### src/rtl/uart_rx_cfg.sv
// rtl/uart_rx_cfg.sv - parametrised 16x-oversampled UART receiver with one-entry holding register
module uart_rx_cfg #(
    parameter int CLK_FREQ   = 50_000_000,
    parameter int BAUD_RATE  = 115200,
    parameter int OVERSAMPLE = 16,
    parameter int DATA_BITS  = 8,
    parameter int PARITY     = 0,
    parameter int STOP_BITS  = 1
) (
    input  logic                 clk,
    input  logic                 rst_n,
    input  logic                 rx,
    output logic [DATA_BITS-1:0] data,
    output logic                 valid,
    input  logic                 ready,
    output logic                 parity_err,
    output logic                 frame_err,
    output logic                 overrun,
    output logic                 break_det
);
    localparam int DIV   = CLK_FREQ / (BAUD_RATE * OVERSAMPLE);
    localparam int DIV_W = (DIV > 1) ? $clog2(DIV) : 1;
    localparam int OS_W  = $clog2(OVERSAMPLE);
    localparam int M     = OVERSAMPLE / 2;
    localparam int BC_W  = 4;

    typedef enum logic [2:0] {
        S_IDLE      = 3'd0,
        S_START     = 3'd1,
        S_DATA      = 3'd2,
        S_PARITY    = 3'd3,
        S_STOP      = 3'd4,
        S_WAIT_HIGH = 3'd5
    } state_t;

    state_t               state_q, state_d;
    logic                 sync1_q, sync1_d, rxs_q, rxs_d;
    logic [DIV_W-1:0]     div_q, div_d;
    logic [OS_W-1:0]      os_q, os_d;
    logic [BC_W-1:0]      bit_q, bit_d;
    logic                 samp_a_q, samp_a_d, samp_b_q, samp_b_d;
    logic [DATA_BITS-1:0] shift_q, shift_d;
    logic                 par_bit_q, par_bit_d, perr_q, perr_d, ferr_q, ferr_d, stop0_q, stop0_d;
    logic [DATA_BITS-1:0] data_q, data_d;
    logic                 valid_q, valid_d, perr_out_q, perr_out_d, ferr_out_q, ferr_out_d;
    logic                 overrun_q, overrun_d, brk_q, brk_d;
    logic                 os_tick, mid_tick, end_tick, maj, par_x, ferr_now, first_stop;

    always_ff @(posedge clk or negedge rst_n) begin
        if (!rst_n) begin
            state_q    <= S_IDLE;
            sync1_q    <= 1'b1;
            rxs_q      <= 1'b1;
            div_q      <= '0;
            os_q       <= '0;
            bit_q      <= '0;
            samp_a_q   <= 1'b1;
            samp_b_q   <= 1'b1;
            shift_q    <= '0;
            par_bit_q  <= 1'b0;
            perr_q     <= 1'b0;
            ferr_q     <= 1'b0;
            stop0_q    <= 1'b1;
            data_q     <= '0;
            valid_q    <= 1'b0;
            perr_out_q <= 1'b0;
            ferr_out_q <= 1'b0;
            overrun_q  <= 1'b0;
            brk_q      <= 1'b0;
        end else begin
            state_q    <= state_d;
            sync1_q    <= sync1_d;
            rxs_q      <= rxs_d;
            div_q      <= div_d;
            os_q       <= os_d;
            bit_q      <= bit_d;
            samp_a_q   <= samp_a_d;
            samp_b_q   <= samp_b_d;
            shift_q    <= shift_d;
            par_bit_q  <= par_bit_d;
            perr_q     <= perr_d;
            ferr_q     <= ferr_d;
            stop0_q    <= stop0_d;
            data_q     <= data_d;
            valid_q    <= valid_d;
            perr_out_q <= perr_out_d;
            ferr_out_q <= ferr_out_d;
            overrun_q  <= overrun_d;
            brk_q      <= brk_d;
        end
    end

    // Counters only run inside a frame, so their phase is fixed by the start edge.
    assign os_tick  = (state_q != S_IDLE) && (state_q != S_WAIT_HIGH) && (div_q == DIV_W'(DIV - 1));
    assign mid_tick = os_tick && (os_q == OS_W'(M + 1));
    assign end_tick = os_tick && (os_q == OS_W'(OVERSAMPLE - 1));
    assign maj      = (samp_a_q & samp_b_q) | (samp_a_q & rxs_q) | (samp_b_q & rxs_q);

    always_comb begin
        sync1_d    = rx;
        rxs_d      = sync1_q;
        state_d    = state_q;
        div_d      = os_tick ? '0 : div_q + 1'b1;
        os_d       = os_q;
        bit_d      = bit_q;
        samp_a_d   = samp_a_q;
        samp_b_d   = samp_b_q;
        shift_d    = shift_q;
        par_bit_d  = par_bit_q;
        perr_d     = perr_q;
        ferr_d     = ferr_q;
        stop0_d    = stop0_q;
        data_d     = data_q;
        valid_d    = valid_q && !ready;
        perr_out_d = perr_out_q;
        ferr_out_d = ferr_out_q;
        overrun_d  = 1'b0;
        brk_d      = 1'b0;
        par_x      = (^shift_q) ^ maj;
        ferr_now   = ferr_q | ~maj;
        first_stop = (bit_q == '0) ? maj : stop0_q;
        if (os_tick) begin
            os_d = (os_q == OS_W'(OVERSAMPLE - 1)) ? '0 : os_q + 1'b1;
            if (os_q == OS_W'(M - 1)) samp_a_d = rxs_q;
            if (os_q == OS_W'(M))     samp_b_d = rxs_q;
        end
        case (state_q)
            S_IDLE: begin
                div_d     = '0;
                os_d      = '0;
                bit_d     = '0;
                par_bit_d = 1'b0;
                perr_d    = 1'b0;
                ferr_d    = 1'b0;
                if (!rxs_q) state_d = S_START;
            end
            S_START: begin
                if (mid_tick && maj) state_d = S_IDLE;
                else if (end_tick)   state_d = S_DATA;
            end
            S_DATA: begin
                if (mid_tick) shift_d = {maj, shift_q[DATA_BITS-1:1]};
                if (end_tick) begin
                    if (bit_q == BC_W'(DATA_BITS - 1)) begin
                        bit_d   = '0;
                        state_d = (PARITY != 0) ? S_PARITY : S_STOP;
                    end else begin
                        bit_d = bit_q + 1'b1;
                    end
                end
            end
            S_PARITY: begin
                if (mid_tick) begin
                    par_bit_d = maj;
                    perr_d    = (PARITY == 1) ? ~par_x : par_x;
                end
                if (end_tick) state_d = S_STOP;
            end
            S_STOP: begin
                if (mid_tick) begin
                    if (!maj) ferr_d = 1'b1;
                    if (bit_q == '0) stop0_d = maj;
                end
                // The last stop bit closes the frame mid-bit so a back-to-back start is caught.
                if (mid_tick && (bit_q == BC_W'(STOP_BITS - 1))) begin
                    if ((shift_q == '0) && !par_bit_q && !first_stop) begin
                        brk_d   = 1'b1;
                        state_d = S_WAIT_HIGH;
                    end else begin
                        if (!valid_q || ready) begin
                            valid_d    = 1'b1;
                            data_d     = shift_q;
                            perr_out_d = perr_q;
                            ferr_out_d = ferr_now;
                        end else begin
                            overrun_d = 1'b1;
                        end
                        state_d = ferr_now ? S_WAIT_HIGH : S_IDLE;
                    end
                end else if (end_tick) begin
                    bit_d = bit_q + 1'b1;
                end
            end
            S_WAIT_HIGH: begin
                div_d = '0;
                os_d  = '0;
                if (rxs_q) state_d = S_IDLE;
            end
            default: state_d = S_IDLE;
        endcase
    end

    always_comb begin
        data       = data_q;
        valid      = valid_q;
        parity_err = perr_out_q;
        frame_err  = ferr_out_q;
        overrun    = overrun_q;
        break_det  = brk_q;
    end
endmodule
### config.mk
export PLATFORM = sky130hd
export DESIGN_NAME = uart_rx_cfg
export DESIGN_NICKNAME = d
export VERILOG_FILES = /design/src/rtl/uart_rx_cfg.sv
export SDC_FILE = /design/constraint.sdc
export NUM_CORES = 1
export LEC_CHECK = 0
export BUFFER_PORTS_ARGS = -buffer_cell sky130_fd_sc_hd__buf_2
export CORE_ASPECT_RATIO = 1.75
export CORE_MARGIN = 3
export CORE_UTILIZATION = 30
export CTS_CLUSTER_SIZE = 10
export DETAILED_ROUTE_END_ITERATION = 8
export SYNTH_ARGS = -nofsm -noshare
export SYNTH_HDL_FRONTEND = slang
export SYNTH_SLANG_ARGS = --single-unit
### constraint.sdc
create_clock -name clk -period 1.8 [get_ports clk]
set_input_delay 0.45 -clock clk [delete_from_list [all_inputs] [get_ports clk]]
set_output_delay 0.45 -clock clk [all_outputs]
set_load 0.01 [all_outputs]
Word level (Yosys, flattened, before mapping):

Cells that the tools add are included.

* add/subtract/negate cells: 3
* multipliers: 0
* divide/modulo/power cells: 0
* order comparisons: 0
* equality and inequality tests: 24
* shift-type cells: 0
* mux-type cells: 40
* bitwise operators: 9
* reductions and logical operators: 33

Operator list (count)
* two-way mux 3 bit: 10
* two-way mux 4 bit: 7
* != test 2 bit (second input constant): 11
* one-hot mux 3 bit (6 select lines): 1
* two-way mux 1 bit: 16
* == test 4 bit (second input constant): 3
* one-hot mux 4 bit (3 select lines): 1
* two-way mux 5 bit: 2
* AND reduction 2 bit: 5
* logical AND 1 bit: 9
* adder 4 x 1 -> 4 bit (second input constant): 2
* == test 4 x 3 -> 1 bit (second input constant): 2
* zero test 8 bit: 1
* AND reduction 4 bit: 2
* parity 8 bit: 1
* AND reduction 7 bit: 1
* == test 3 x 2 -> 1 bit (second input constant): 2
* == test 3 bit (second input constant): 2
* != test 3 bit (second input constant): 2
* one-hot mux 1 bit (2 select lines): 3
* nonzero test 2 bit: 3
* nonzero test 3 bit: 2
* adder 5 x 1 -> 5 bit (second input constant): 1
* == test 5 bit (second input constant): 1
* other kinds (11): 19

* bits in registers: 45
* latch bits: 0
* bits in writable memories: 0
* bits in read-only memories: 0
* bits of input ports: 4
* output and inout bits: 13
* logic and storage cells: 128
* memories kept: 0

Depth between registers and ports, before layout:

* depth in word-level cells: 9
* depth in mapped cells: 8
* gate-level depth less buffers: 6

Worst setup path after synthesis:

OpenSTA, ideal clock, no wires.

* kind: register -> register
* start: register bit_q[0]
* end: register data_q[0] (netlist: data[0])
* setup time: 0.125 ns
* arrival time: 1.821 ns
* data required time: 1.675 ns
* setup slack: -0.146 ns
* cell stages (with the launch flop): 8
* buffers on the path: 1
* clock period less this slack: 1.946 ns
* cell sequence: dfrtp_1 -> inv_1 -> ha_1 -> nor3b_1 -> nand4_2 -> nor3b_2 -> buf_6 -> mux2_4

* cells in the longest elaborated chain, start to end: 6
* elaborated cells between the ends (all ways): 7
* classes of those cells: mux: 1; bitwise: 1; reduce/logical: 5

RTL lines
* start: declaration: line 40 `logic [BC_W-1:0] bit_q, bit_d;`
* start signal: assignment: line 76 `bit_q <= bit_d;`
* zero test 4 bit *: line 121, 165
* two-way mux 1 bit
* zero test 1 bit: line 166 `if ((shift_q == '0) && !par_bit_q && !first_stop) begin`
* logical AND 1 bit: line 166
* NOT 1 bit (no line)
* AND reduction 4 bit (no line) *
* end signal: assignment: line 84 `data_q <= data_d;`
* end: declaration: line 44 `logic [DATA_BITS-1:0] data_q, data_d;`

Mark *: on every way between the ends. The rest lies on a longest branch, timed or not.
A chain may end at the register's enable or synchronous reset.

Worst setup path after layout:

* start: register shift_q[4]
* end: register perr_out_q (netlist: parity_err)

* cells in the longest elaborated chain, start to end: 5

RTL lines
* start: declaration: line 42 `logic [DATA_BITS-1:0] shift_q, shift_d;`
* start signal: assignment: line 79 `shift_q <= shift_d;`
* zero test 8 bit: line 166
* logical AND 1 bit (2 in series): line 166
* NOT 1 bit (no line)
* AND reduction 4 bit (no line)
* end signal: assignment: line 86 `perr_out_q <= perr_out_d;`
* end: declaration: line 45 `logic valid_q, valid_d, perr_out_q, perr_out_d, ferr_out_q, ferr_out_d;`

Every way passes these cells.

==> impl_results.md <==
- Result of the run: finished with violations
- Violated checks: setup timing
- Final slew viol count: 0
- Total Nets Final: 301
- Top cells by area, synth: dfrtp_1 (42%), ha_1 (5.8%), mux2_4 (5.7%)
- Library cell with the highest instance count after synthesis: dfrtp_1
- Synthesized instance count: 215
- DRC violations left: 0
- Fraction of the cycle the final worst path needs: 1.05
- Worst r2r src: shift_q[4]
- Synthesized-area fraction occupied by xor and xnor cells: 0.0296
- Setup-violating endpoint count in the final report: 10
- Setup slack of the critical path after layout: -0.0920 ns
- Post-Synth Adder-Cell Area: 0.0629
- Critical Setup Path Class: register to register
- 1st-iter DRT viols: 58
- Placeable core area: 7620 µm²
- Largest family of logic cells by synthesized area: simple AND/OR/NAND/NOR gates
- Worst-case register-to-register setup slack: -0.09 ns
- Syn. warnings: 0
- Ratio of routed vias to standard cells: 4.88
- Arrival time of the worst setup path: 2.05 ns
- Drt first pass iters: 4
- Hold violation count in the final report: 0
- X dimension of the die: 73.2 µm
- Vias: 1,830
- Area enclosed by the die boundary: 9040 µm²
- Clock period minus worst slack: 1.89 ns
- Layout area overhead: 38.0%
- Slew at the pin with the worst max-slew slack: 0.360 ns
- Number of violations of the max-capacitance limit: 0
- Chip height: 124 µm
- Clock root cell: clkbuf_16
- Placement Setup Slack: -0.153 ns
- Fraction of synthesis flops using an asynchronous set or reset pin: 1.00
- Boundary pin count: 17
- Reg-to-Reg End: parity_err
- Number of synthesized flops with an enable pin: 0
- Average wire per standard cell: 14.1 µm
- Non-filler instance count after layout: 375
- Average footprint of a synthesized cell: 11.0 µm²
- Port Buffer Count: 16
- # placed instances: 355
- H-tree levels: 2
- Power Dens Cells: 644 nW/µm²
- Register area share after synthesis: 0.478
- Startpoint type of the worst setup path: register
- Area fraction of the dominant cell type after synthesis: 0.423
- Worst-case clock buffer depth: 2
- Maximum number of pins on one net before global-route repair: 46
- Timing-limited maximum frequency: 529 MHz
- Type of the tightest min-delay check: input port to asynchronous set/reset pin
- DRT antenna net count: 0
- Antenna violations before repair: 0
- Worst reg2reg path depth: 7
- Routability congestion estimate: 0.823
- Leakage: 1.57 nW
- CTS tree: done
- Distinct cell type count after synthesis: 54
- Clock skew after layout: 0.00322 ns
- Mux share of post-synthesis cell area: 0.115
- Placement Rows: 42
- GRT Util Overall: 0.122
- First-pass GRT wire length: 8.66 mm
- Highest ir drop seen on vdd: 0.000628 V
- Critical path required time: 1.96 ns
- Worst-Skew Late Latency: 0.28 ns
- Fraction of layout cells with a size suffix above 1: 0.446
- Dpl cell area: 2890 µm²
- Post-synthesis share of cell area spent on and, or, nand and nor gates: 0.184
- Post-layout instance area: 3270 µm²
- Overall power after layout: 0.00211 W
- Setup repair after global routing missed its margin: yes
- Number of nets in the synthesized netlist: 230
- Ant. Diodes: 0
- Fraction of the mapped netlist area in compound gates: 0.0861
- Worst setup EP type: register
- Worst slew margin: 0.756
- Number of storage elements in the synthesis netlist: 45
- Peak fanout along the critical path: 10
- Inserted Clock Buffers: 5
- Grt ovf: 0
- Initial core utilization: 0.311
- Cell type with the highest aggregate area in the netlist: dfrtp_1
- Synth Cell Area: 2370 µm²
- Top cells by instance count after synthesis: dfrtp_1 (40), inv_1 (16), nor2_1 (16), nand2_1 (14), ha_1 (11)
- Clock transition time at the flip-flop clock pins of the worst setup and hold paths: 0.06 ns
- Wirelength, routed: 5.29 mm
- Half-perimeter wire length of the detailed placement result: 3.73 mm
- Vias in the first global route: 1,916
- Primary FF master, synth: dfrtp_1
- TritonCTS sink count: 45
==> cell usage in the layout, fill, tap and decap left out, drive strengths merged, types with 4 or more instances in the layout <==
cell type,instances
ha,11
nor3b,4
dfrtp,40
nor2,16
xnor2,5
nand2,14
buf,73
a21oi,6
nor3,4
clkbuf,7
dfstp,5
nand3,10
mux2,14
mux2i,8
nand4b,4
inv,16
nand2b,4
==> critical path, cell delays in order, from the launching register on <==
cell and delay, ns:
dfrtp_1 0.38, inv_2 0.07, ha_1 0.15, nand4b_1 0.15, or3b_4 0.41, nor3b_4 0.17, buf_12 0.15, mux2_4 0.29
==> flip-flops by register name, summed over array words and instances (netlist names) <==
| name | count |
|---|---|
| samp_b_q | 1 |
| valid | 1 |
| break_det | 1 |
| ferr_q | 1 |
| shift_q | 8 |
| frame_err | 1 |
| stop0_q | 1 |
| parity_err | 1 |
| data | 8 |
| overrun | 1 |
| div_q | 5 |
| par_bit_q | 1 |
| rxs_d | 1 |
| os_q | 4 |
| perr_q | 1 |
| samp_a_q | 1 |
| state_q | 3 |
| bit_q | 4 |
| rxs_q | 1 |
==> worst max-delay path by stage <==
stage	to	cells after the start	from
finish	parity_err	7	shift_q[4]
global route	parity_err	7	shift_q[4]
CTS	parity_err	7	shift_q[1]
detailed placement	parity_err	7	shift_q[5]
global placement	parity_err	7	shift_q[5]
floorplan	data[0]	5	rxs_q
==> kinds of logic (layout without fill, tap and decap cells) <==
group	Yosys count	count (layout)
flops	45	45
xor+xnor	8	8
simple gates	76	76
compound gates	27	27
buf+inv	25	97
fa+ha+maj	12	12
mux	22	22
==> cell type report <==
| cell class | instances | area (µm²) |
|---|---|---|
| Timing Repair Buffer | 73 | 548 |
| Fill cell | 725 | 4350 |
| Clock buffer | 7 | 143 |
| Sequential cell | 45 | 1130 |
| Clock inverter | 1 | 30.0 |
| Inverter | 16 | 60.1 |
| Tap cell | 88 | 110 |
| Multi-Input combinational cell | 145 | 1240 |
==> power by group <==
| group | internal, W | switching [W] | total (W) |
|---|---|---|---|
| combinational | 0.0000108 | 0.0000245 | 0.0000353 |
| clock | 0.000693 | 0.000360 | 0.00105 |
| sequential | 0.00102 | 0.000000938 | 0.00102 |
==> metal layers <==
metal	vias up	track usage	part of all wire
li1	903	-	-
met1	883	0.128	0.38
met2	32	0.223	0.55
met3	12	0.0260	0.029
met4	0	0.0612	0.036
met5	-	0	0
==> through the flow <==
| stage | setup TNS [ns] | util | hold slack, ns |
|---|---|---|---|
| floorplan | -0.0939 | - | 0.154 |
| global route | -2.13 | 0.429 | 0.165 |
| detailed placement | -1.78 | 0.379 | 0.348 |
| CTS | -0.617 | 0.414 | 0.154 |
| global placement | -1.53 | 0.379 | 0.346 |
| finish | -0.759 | 0.429 | 0.149 |
==> timing repair <==
item                       4_1_cts  5_1_grt
gates resized for setup         15       17
hold buffers                     0        0
setup endpoints to repair       23       27
buffers inserted                 6        7
pin swaps                        5        4
Note: power is estimated with default switching activity, not from simulation.
